--- config.mk ---
export PLATFORM = sky130hd
export DESIGN_NAME = posit_shift_arbiter_flat
export DESIGN_NICKNAME = d
export VERILOG_FILES = /design/src/rtl/posit_shift_arbiter_if.sv /design/src/rtl/posit_shift_arbiter.sv /design/src/flat_wrapper.sv
export SDC_FILE = /design/constraint.sdc
export NUM_CORES = 1
export LEC_CHECK = 0
export BUFFER_PORTS_ARGS = -buffer_cell sky130_fd_sc_hd__buf_4
export CAP_MARGIN = 0
export CORE_MARGIN = 2
export CORE_UTILIZATION = 52
export CTS_BUF_LIST = sky130_fd_sc_hd__clkbuf_8
export CTS_CLUSTER_SIZE = 20
export DETAILED_ROUTE_END_ITERATION = 12
export PLACE_DENSITY = 0.9
export SLEW_MARGIN = 10
export SYNTH_ARGS = -nofsm -noshare
export SYNTH_HDL_FRONTEND = slang
export SYNTH_SLANG_ARGS = --single-unit
--- constraint.sdc ---
create_clock -name clk -period 4.9 [get_ports clk]
set_clock_uncertainty 0.1 [all_clocks]
set_input_delay 0.245 -clock clk [delete_from_list [all_inputs] [get_ports clk]]
set_output_delay 0.245 -clock clk [all_outputs]
set_load 0.01 [all_outputs]
--- src/rtl/posit_shift_arbiter_if.sv ---
// Handshake bundle between two shift requesters, the shared shifter and its consumer.
// Latency: none (wires only).
// Backpressure: carries per-requester valid/ready and the result valid/ready pair.
interface posit_shift_arbiter_if #(
    parameter int N  = 8,
    parameter int S  = $clog2(N),
    parameter int ES = 4
);
    localparam int SHW = S + ES + 1;

    logic           req0_valid;
    logic           req0_ready;
    logic [N-1:0]   req0_data;
    logic [SHW-1:0] req0_shamt;

    logic           req1_valid;
    logic           req1_ready;
    logic [N-1:0]   req1_data;
    logic [SHW-1:0] req1_shamt;

    logic           res_valid;
    logic           res_ready;
    logic [N-1:0]   res_data;
    logic           res_sticky;
    logic           res_id;

    // Requesters and consumer side (drives operands and the result ready).
    modport master (
        output req0_valid, req0_data, req0_shamt,
        output req1_valid, req1_data, req1_shamt,
        output res_ready,
        input  req0_ready, req1_ready,
        input  res_valid, res_data, res_sticky, res_id
    );

    // Shifter side (drives readies and the registered result).
    modport slave (
        input  req0_valid, req0_data, req0_shamt,
        input  req1_valid, req1_data, req1_shamt,
        input  res_ready,
        output req0_ready, req1_ready,
        output res_valid, res_data, res_sticky, res_id
    );
endinterface

--- src/rtl/posit_shift_arbiter.sv ---
// Round-robin shared right shifter with sticky bit; macro POSIT_SHIFT_STICKY_EN enables sticky.
// Latency: 1 cycle from accept to res_valid; back-to-back 1 result/cycle.
// Backpressure: readies drop while a result is held and res_ready is low.
module posit_shift_arbiter #(
    parameter int N  = 8,
    parameter int S  = $clog2(N),
    parameter int ES = 4
) (
    input  logic                   clk,
    input  logic                   rst_n,
    posit_shift_arbiter_if.slave   bus
);
    localparam int SHW = S + ES + 1;

    // The result register is either empty or holding an unconsumed result.
    typedef enum logic {
        EMPTY = 1'b0,
        FULL  = 1'b1
    } state_t;

    state_t         state;
    state_t         state_nxt;
    logic           rr_ptr;
    logic [N-1:0]   data_q;
    logic           id_q;

    logic           can_accept;
    logic           grant_vld;
    logic           grant_id;
    logic           accept;
    logic [N-1:0]   sel_data;
    logic [SHW-1:0] sel_shamt;
    logic [N-1:0]   shifted;

    // Pick a winner: a lone requester wins outright, a tie goes to rr_ptr.
    always_comb begin
        grant_vld = bus.req0_valid | bus.req1_valid;
        grant_id  = 1'b0;
        if (bus.req0_valid && bus.req1_valid) begin
            grant_id = rr_ptr;
        end else if (bus.req1_valid) begin
            grant_id = 1'b1;
        end
    end

    // The slot is free when empty or when the held result leaves this cycle.
    assign can_accept     = (state == EMPTY) || bus.res_ready;
    assign bus.req0_ready = can_accept && grant_vld && !grant_id;
    assign bus.req1_ready = can_accept && grant_vld &&  grant_id;
    // The winner is valid by construction, so a grant on a free slot is an accept.
    assign accept         = can_accept && grant_vld;

    // Steer the winning operand into the single shared shifter.
    always_comb begin
        sel_data  = bus.req0_data;
        sel_shamt = bus.req0_shamt;
        if (grant_id) begin
            sel_data  = bus.req1_data;
            sel_shamt = bus.req1_shamt;
        end
    end

    // Full-width shift amount: anything >= N flushes the operand to zero.
    assign shifted = sel_data >> sel_shamt;

    // Next state: a new accept always fills; otherwise a consumed result empties.
    always_comb begin
        state_nxt = state;
        if (accept) begin
            state_nxt = FULL;
        end else if ((state == FULL) && bus.res_ready) begin
            state_nxt = EMPTY;
        end
    end

    // State register; reset discards any held result immediately.
    always_ff @(posedge clk or negedge rst_n) begin
        if (!rst_n) begin
            state <= EMPTY;
        end else begin
            state <= state_nxt;
        end
    end

    // Round-robin pointer hands priority to the other requester after each accept.
    always_ff @(posedge clk or negedge rst_n) begin
        if (!rst_n) begin
            rr_ptr <= 1'b0;
        end else if (accept) begin
            rr_ptr <= ~grant_id;
        end
    end

    // Result payload loads only on accept so it stays stable while held.
    always_ff @(posedge clk or negedge rst_n) begin
        if (!rst_n) begin
            data_q <= '0;
            id_q   <= 1'b0;
        end else if (accept) begin
            data_q <= shifted;
            id_q   <= grant_id;
        end
    end

`ifdef POSIT_SHIFT_STICKY_EN
    logic sticky_nxt;
    logic sticky_q;

    // Sticky is the OR of every operand bit whose position lies below the shift amount.
    always_comb begin
        sticky_nxt = 1'b0;
        for (int i = 0; i < N; i++) begin
            if (SHW'(i) < sel_shamt) begin
                sticky_nxt = sticky_nxt | sel_data[i];
            end
        end
    end

    // Sticky register follows the payload load rule.
    always_ff @(posedge clk or negedge rst_n) begin
        if (!rst_n) begin
            sticky_q <= 1'b0;
        end else if (accept) begin
            sticky_q <= sticky_nxt;
        end
    end

    assign bus.res_sticky = sticky_q;
`else
    assign bus.res_sticky = 1'b0;
`endif

    assign bus.res_valid = (state == FULL);
    assign bus.res_data  = data_q;
    assign bus.res_id    = id_q;

endmodule

--- src/flat_wrapper.sv ---
// flat-port wrapper written by rule: the top's interface ports become plain ports
module posit_shift_arbiter_flat 
#(
    parameter int N  = 8,
    parameter int S  = $clog2(N),
    parameter int ES = 4
)
  (clk, rst_n, bus_req0_valid, bus_req0_data, bus_req0_shamt, bus_req1_valid, bus_req1_data, bus_req1_shamt, bus_res_ready, bus_req0_ready, bus_req1_ready, bus_res_valid, bus_res_data, bus_res_sticky, bus_res_id);
  posit_shift_arbiter_if #(.N(N), .S(S), .ES(ES)) bus_i ();
  input  logic clk;
  input  logic rst_n;
  input wire logic [$bits(bus_i.req0_valid)-1:0] bus_req0_valid;
  input wire logic [$bits(bus_i.req0_data)-1:0] bus_req0_data;
  input wire logic [$bits(bus_i.req0_shamt)-1:0] bus_req0_shamt;
  input wire logic [$bits(bus_i.req1_valid)-1:0] bus_req1_valid;
  input wire logic [$bits(bus_i.req1_data)-1:0] bus_req1_data;
  input wire logic [$bits(bus_i.req1_shamt)-1:0] bus_req1_shamt;
  input wire logic [$bits(bus_i.res_ready)-1:0] bus_res_ready;
  output wire logic [$bits(bus_i.req0_ready)-1:0] bus_req0_ready;
  output wire logic [$bits(bus_i.req1_ready)-1:0] bus_req1_ready;
  output wire logic [$bits(bus_i.res_valid)-1:0] bus_res_valid;
  output wire logic [$bits(bus_i.res_data)-1:0] bus_res_data;
  output wire logic [$bits(bus_i.res_sticky)-1:0] bus_res_sticky;
  output wire logic [$bits(bus_i.res_id)-1:0] bus_res_id;
  assign bus_i.req0_valid = bus_req0_valid;
  assign bus_i.req0_data = bus_req0_data;
  assign bus_i.req0_shamt = bus_req0_shamt;
  assign bus_i.req1_valid = bus_req1_valid;
  assign bus_i.req1_data = bus_req1_data;
  assign bus_i.req1_shamt = bus_req1_shamt;
  assign bus_i.res_ready = bus_res_ready;
  assign bus_req0_ready = bus_i.req0_ready;
  assign bus_req1_ready = bus_i.req1_ready;
  assign bus_res_valid = bus_i.res_valid;
  assign bus_res_data = bus_i.res_data;
  assign bus_res_sticky = bus_i.res_sticky;
  assign bus_res_id = bus_i.res_id;
  posit_shift_arbiter #(.N(N), .S(S), .ES(ES)) u_core (.clk(clk), .rst_n(rst_n), .bus(bus_i));
endmodule
==> impl_metrics.env, run 1 <==
export IMPL_status="finished, final reports clean"
export IMPL_yosysTopAreaCell="dfrtp_1"
export IMPL_synth_area_leaders="dfrtp_1 25%, mux2i_1 11%, nand2_1 3.4%, nor2_1 3.4%, a21oi_1 3.2%"
export IMPL_drc=0
export IMPL_relSlewSlack_pct=46.0
export IMPL_holdPathStages=3
export IMPL_crit_arrival_ps=2360
export IMPL_worstPathMaxFanout=13
export IMPL_die_height_um=50.0
export IMPL_synth_cell_types=49
export IMPL_synthXorXnorAreaFrac_pct=0
export IMPL_setup_viol=0
export IMPL_post_cts_setup_buffers=0
export IMPL_critPathLaunchType="flip-flop"
export IMPL_synth_top_area_share_pct=25.0
export IMPL_ys_ff_latch=11
export IMPL_clk_latency_ps=240
export IMPL_antenna_found_initial=0
export IMPL_critPathKind="flip-flop to flip-flop"
export IMPL_final_antenna_net_count=0
export IMPL_synth_edf_count=0
export IMPL_final_hold_violation_count=0
export IMPL_synth_area_mm2=0.00110
export IMPL_vias=1275
export IMPL_cts_buffer_depth=2
export IMPL_final_cell_mix="48 x buf_4, 12 x mux2i_1, 11 x dfrtp_1, 10 x nand2_1, 10 x nor2_1"
export IMPL_r2r_cells=5
export IMPL_start_util_pct=55.5
export IMPL_syn_area_per_cell_um2=8.33
export IMPL_synth_compound_area_share_pct=30.3
export IMPL_slew_viol_final=0
export IMPL_yosysSeqAreaShare_pct=25.0
export IMPL_num_antenna_cells=0
export IMPL_synth_adder_area_share_pct=0
export IMPL_hpwl_mm=2.64
export IMPL_min_period_ps=2280
export IMPL_gp_congestion=0.943
export IMPL_final_common_cell="buf_4"
export IMPL_worstHoldStart="bus_req0_valid"
export IMPL_area_growth_pct=35.9
export IMPL_wirelength_mm=3.36
export IMPL_fillCellCount=146
export IMPL_globalRoute_totalOverflow=0
export IMPL_power_uw=297
export IMPL_pin_count=50
export IMPL_fp_row_count=16
export IMPL_portBuffers=48
export IMPL_drtIter0Drc=66
export IMPL_yosys_area_share_simple_pct=24.8
export IMPL_final_setup_tns_ps=0
export IMPL_grt_pass1_wl_mm=5.28
export IMPL_seq_area_um2=275
export IMPL_postSynth_asyncResetShare_pct=100
export IMPL_synth_top_family_by_area="compound AO/OA/AOI/OAI gates"
export IMPL_clock_sinks=11
export IMPL_avgRoutedWirePerCell_um=16.6
export IMPL_rsz0062_at_grt="false"
export IMPL_pre_cts_slack_ps=2680
export IMPL_placed_area_mm2=0.00144
export IMPL_drive_gt1_share_pct=35.4
export IMPL_core_mm2=0.00198
export IMPL_synth_cells=132
export IMPL_stdcell_area_mm2=0.00150
export IMPL_nNetsFinal=213
export IMPL_hold_path_class="input pin to flip-flop"
export IMPL_r2r_slack_ps=2620
export IMPL_htreeDepth=1
export IMPL_holdPathEnd="u_core.bus.res_valid"
export IMPL_cts_buffers_inserted=3
export IMPL_cp_required_ps=4980
export IMPL_die_x_um=50.0
export IMPL_grt_pass1_vias=1185
export IMPL_holdWs_ps=121
export IMPL_p_leak_uw=0.000689
export IMPL_die_area_mm2=0.00250
export IMPL_cts_tree="yes"
export IMPL_first_pass_iters=4
export IMPL_fin_crit_sh_pct=46.5
export IMPL_worst_slack_ps=2620
export IMPL_grt_max_degree=19
export IMPL_max_freq_ghz=0.439
export IMPL_grt_util_all_layers_pct=28.0
export IMPL_ys_warn_count=0
export IMPL_ys_flop_type="dfrtp_1"
export IMPL_clk_pin_slew_ps=50
export IMPL_multi_input_area_um2=763
export IMPL_synthesis_nets=169
export IMPL_r2r_end="u_core.bus.res_data[0]"
export IMPL_viasPerCell=6.31
export IMPL_powerDensity_mw_per_mm2=199
export IMPL_worst_pin_slew_ps=808
export IMPL_ir_drop_uv=176
export IMPL_worstSetupEndpointType="flip-flop"
export IMPL_clockRootBuffer="clkbuf_8"
export IMPL_max_cap_viol_count=0
export IMPL_r2r_start="u_core.rr_ptr"
export IMPL_synth_mux_area_share_pct=14.0
[metal layers]
metal  up-vias  GRT usage, %  wire length, µm
met5         -             0                0
met4         0          11.1               89
met3        12          8.18              278
met2        64          45.0             1620
met1       599          34.9             1370
li1        600             -                -
[stage by stage]
| step | util, % | cells |
|---|---|---|
| after floorplan | - | 132 |
| after global placement | 72.7 | 197 |
| after detailed placement | 72.7 | 197 |
| after CTS | 75.4 | 202 |
| after global routing | 75.4 | 202 |
| final | 75.4 | 202 |
[state kept, by name, summed over array words and instances (netlist names)]
name,cells
u_core.bus.res_data,8
u_core.bus.res_id,1
u_core.bus.res_valid,1
u_core.rr_ptr,1
[cell usage after synthesis (2+ instances only)]
| library cell | n |
|---|---|
| mux2i_1 | 12 |
| dfrtp_1 | 11 |
| nand2_1 | 10 |
| nor2_1 | 10 |
| a21oi_1 | 7 |
| nand3_1 | 6 |
| o21ai_1 | 5 |
| a21o_1 | 4 |
| buf_2 | 4 |
| a22o_1 | 3 |
| clkbuf_1 | 3 |
| mux2_2 | 3 |
| nand2b_1 | 3 |
| nand4_1 | 3 |
| nor3_1 | 3 |
| o211ai_1 | 3 |
| a221o_1 | 2 |
| a221oi_1 | 2 |
| a32o_1 | 2 |
| and2_1 | 2 |
| nor2b_1 | 2 |
| nor3b_2 | 2 |
| o21ai_0 | 2 |
| o31ai_1 | 2 |
| or4_1 | 2 |
[worst max path at each step]
stage,start,to,slack [ps],depth (start not counted)
final,u_core.rr_ptr,u_core.bus.res_data[0],2620,5
after global routing,u_core.rr_ptr,u_core.bus.res_data[0],2470,5
after CTS,u_core.rr_ptr,u_core.bus.res_data[0],2650,5
after detailed placement,u_core.rr_ptr,u_core.bus.res_data[0],2680,5
after global placement,u_core.rr_ptr,u_core.bus.res_data[0],2760,5
after floorplan,bus_req0_shamt[4],u_core.bus.res_data[2],3080,6
[where the power goes]
group / total (µW) / switching, µW / internal [µW]
combinational: 105 / 56.5 / 48.8
clock: 92.8 / 37.5 / 55.3
sequential: 98.8 / 3.04 / 95.7
[cells by family after synthesis]
kind of cell / Yosys count
simple gates: 49
compound gates: 44
mux: 15
buf+inv: 12
flops: 11
other cells: 1
[cell type report]
class | instances | share of cell area [%]
repair buffers | 49 | 24.8
well taps | 27 | 2.26
multi-input cells | 109 | 51.0
flip-flops and latches | 11 | 18.4
inverters | 2 | 0.502
clock inverters | 1 | 0.251
clock buffers | 3 | 2.76
[timing repair]
action                                  CTS  global route
hold buffers                              1             0
hold endpoints to repair                 11             0
gates resized for setup                   0             0
endpoints found under the setup margin    0             0
[critical path: stages (launching register included)]
cell	delay (ps)
dfrtp_1	400
nor2b_1	640
o21ai_1	260
a221o_1	360
a221oi_1	290
a311o_1	160
Power figures use the tool's default switching activity.
==> run 2: changes to the inputs <==
--- a/config.mk
+++ b/config.mk
@@ -8,11 +8,11 @@
 export BUFFER_PORTS_ARGS = -buffer_cell sky130_fd_sc_hd__buf_4
 export CAP_MARGIN = 0
 export CORE_MARGIN = 2
-export CORE_UTILIZATION = 52
+export CORE_UTILIZATION = 48
 export CTS_BUF_LIST = sky130_fd_sc_hd__clkbuf_8
 export CTS_CLUSTER_SIZE = 20
 export DETAILED_ROUTE_END_ITERATION = 12
-export PLACE_DENSITY = 0.9
+export PLACE_DENSITY = 0.85
 export SLEW_MARGIN = 10
 export SYNTH_ARGS = -nofsm -noshare
 export SYNTH_HDL_FRONTEND = slang
==> constraint.sdc (replaced) <==
create_clock -name clk -period 2.33 [get_ports clk]
set_clock_uncertainty 0.1 [all_clocks]
set_input_delay 0.1165 -clock clk [delete_from_list [all_inputs] [get_ports clk]]
set_output_delay 0.1165 -clock clk [all_outputs]
set_load 0.01 [all_outputs]
==> run 2 against run 1 <==
  * Sequential cell count did not move
  * Die area rose by 7.6%
  * Largest cell class unchanged
  * Total power rose by 110%
  * First-iteration DRC count fell by 39%
  * Global-route usage rose by 2.4 points
  * Highest routed layer unchanged
  * Count of clock-buffer cells in the layout did not move
  * Cell count rose by 2.0%
  * Sequential share of layout area fell by 0.36 points
  * Clock power rose by 110%
  * Critical endpoint unchanged
  * Cell area rose by 2.0%
==> impl_metrics.env, run 2 (same netlist as run 1, synthesis figures left out) <==
export IMPL_status="finished, final reports clean"
export IMPL_die_x_um=51.9
export IMPL_htreeDepth=1
export IMPL_num_antenna_cells=0
export IMPL_drtIter0Drc=40
export IMPL_area_growth_pct=38.7
export IMPL_viasPerCell=6.15
export IMPL_slowest_stage="dlygate4sd3_1"
export IMPL_fp_row_count=17
export IMPL_crit_family="compound AO/OA/AOI/OAI gates"
export IMPL_ir_drop_uv=465
export IMPL_rsz0062_at_grt="false"
export IMPL_final_cell_mix="50 x buf_4, 12 x mux2i_1, 11 x dfrtp_1, 10 x nand2_1, 10 x nor2_1"
export IMPL_start_util_pct=50.2
export IMPL_final_antenna_net_count=0
export IMPL_max_stage_delay_ps=540
export IMPL_grt_max_degree=19
export IMPL_clk_latency_ps=240
export IMPL_powerDensity_mw_per_mm2=417
export IMPL_r2r_end="u_core.bus.res_data[0]"
export IMPL_first_pass_iters=4
export IMPL_crit_top_cell="buf_4"
export IMPL_p_sw_share_pct=32.8
export IMPL_slew_viol_final=0
export IMPL_cts_buffers_inserted=3
export IMPL_antenna_found_initial=0
export IMPL_combPwrFrac_pct=36.5
export IMPL_globalRoute_totalOverflow=0
export IMPL_holdPathEnd="u_core.bus.res_valid"
export IMPL_p_seq_share_pct=32.6
export IMPL_stdcell_area_mm2=0.00153
export IMPL_crit_chain="dlygate4sd3_1 > buf_4 > nor2b_1 > buf_4 > a2111oi_2 > a221o_1 > a221oi_1 > a311o_1"
export IMPL_grt_pass1_wl_mm=5.90
export IMPL_final_hold_violation_count=0
export IMPL_portBuffers=48
export IMPL_gp_congestion=0.920
export IMPL_clk_pin_slew_ps=50
export IMPL_drive_gt1_share_pct=37.1
export IMPL_max_cap_viol_count=0
export IMPL_min_period_ps=2200
export IMPL_clockRootBuffer="clkbuf_8"
export IMPL_nNetsFinal=216
export IMPL_path_buf_inv=3
export IMPL_pin_count=50
export IMPL_core_mm2=0.00219
export IMPL_hold_path_class="input pin to flip-flop"
export IMPL_cts_tree="yes"
export IMPL_crit_arrival_ps=2230
export IMPL_placed_area_mm2=0.00146
export IMPL_cp_required_ps=2360
export IMPL_pwr_share_clk_pct=30.8
export IMPL_worstPathMaxFanout=13
export IMPL_avgRoutedWirePerCell_um=17.7
export IMPL_r2r_start="u_core.rr_ptr"
export IMPL_worstSetupEndpointType="flip-flop"
export IMPL_r2r_cells=6
export IMPL_clock_sinks=11
export IMPL_setup_viol=0
export IMPL_final_common_cell="buf_4"
export IMPL_worst_pin_slew_ps=765
export IMPL_p_leak_uw=0.000702
export IMPL_drc=0
export IMPL_holdPathStages=3
export IMPL_die_height_um=51.9
export IMPL_critPathKind="input pin to flip-flop"
export IMPL_final_setup_tns_ps=0
export IMPL_p_int_uw=428
export IMPL_vias=1267
export IMPL_hpwl_mm=2.93
export IMPL_cts_buffer_depth=2
export IMPL_r2r_slack_ps=390
export IMPL_relSlewSlack_pct=49.0
export IMPL_worstHoldStart="bus_res_ready"
export IMPL_die_area_mm2=0.00269
export IMPL_wirelength_mm=3.65
export IMPL_largest_reg_flops=8
export IMPL_critPathLaunchType="input pin"
export IMPL_fin_crit_sh_pct=94.5
export IMPL_grt_util_all_layers_pct=30.4
export IMPL_grt_pass1_vias=1246
export IMPL_max_freq_ghz=0.454
export IMPL_switchingPower_uw=209
-- run 2: cell count changes in the layout (fill, tap and decap cells not counted) --
cell | previous run | this run
clkinv_2 | 0 | 1
nand2b_1 | 3 | 2
buf_4 | 48 | 50
nand2b_2 | 0 | 1
dlygate4sd3_1 | 1 | 2
inv_1 | 2 | 1
-- run 2: power groups by stage --
stage	sequential [µW]	combinational, µW	clock [µW]
after global placement	210	222	0
final	208	233	196
after detailed placement	211	226	0
after floorplan	213	121	0
after CTS	207	230	200
after global routing	208	253	205
-- run 2: worst max-delay path by stage --
stage | startpoint | end | cells after the start
2_1_floorplan | bus_req0_shamt[4] | u_core.bus.res_data[2] | 6
3_3_place_gp | u_core.rr_ptr | u_core.bus.res_data[0] | 5
3_5_place_dp | u_core.rr_ptr | u_core.bus.res_data[0] | 5
4_1_cts | bus_req0_valid | u_core.bus.res_data[0] | 8
5_1_grt | bus_req0_valid | u_core.bus.res_data[0] | 8
6_report | bus_req0_valid | u_core.bus.res_data[0] | 8
-- run 2: timing repair --
| item | in CTS | in global routing |
|---|---|---|
| gates resized for setup | 0 | 1 |
| hold buffers | 2 | 0 |
| endpoints found under the setup margin | 0 | 1 |
| setup buffers | 0 | 0 |
| hold endpoints to repair | 12 | 0 |
-- run 2: through the flow --
step | setup WS, ps | std cells | total power, µW | utilization [%] | hold WS [ps]
6_report | 129 | 206 | 637 | 69.6 | 79.6
2_1_floorplan | 636 | 132 | 334 | - | -279
3_3_place_gp | 379 | 200 | 432 | 66.5 | -147
3_5_place_dp | 346 | 200 | 437 | 66.5 | -143
5_1_grt | 20.2 | 206 | 666 | 69.6 | 112
4_1_cts | 146 | 206 | 637 | 69.5 | 85.8
-- run 2: routing by layer --
layer / up-vias / GRT usage (%) / part of all wire [%]
met5: - / 0 / 0
met4: 0 / 13.6 / 2.8
met3: 12 / 6.61 / 5.5
met2: 48 / 53.0 / 51
met1: 601 / 35.2 / 41
li1: 606 / - / -
-- run 2: layout make-up --
class | count | area (µm²)
well taps | 28 | 35.0
repair buffers | 52 | 395
multi-input cells | 109 | 766
clock inverters | 1 | 5.00
fillers | 185 | 666
clock buffers | 3 | 41.3
flip-flops and latches | 11 | 275
inverters | 2 | 7.51
-- run 2: worst min-delay path: stages --
cell,delay [ps]
buf_4,80
nand2b_1,120
nand2_1,70
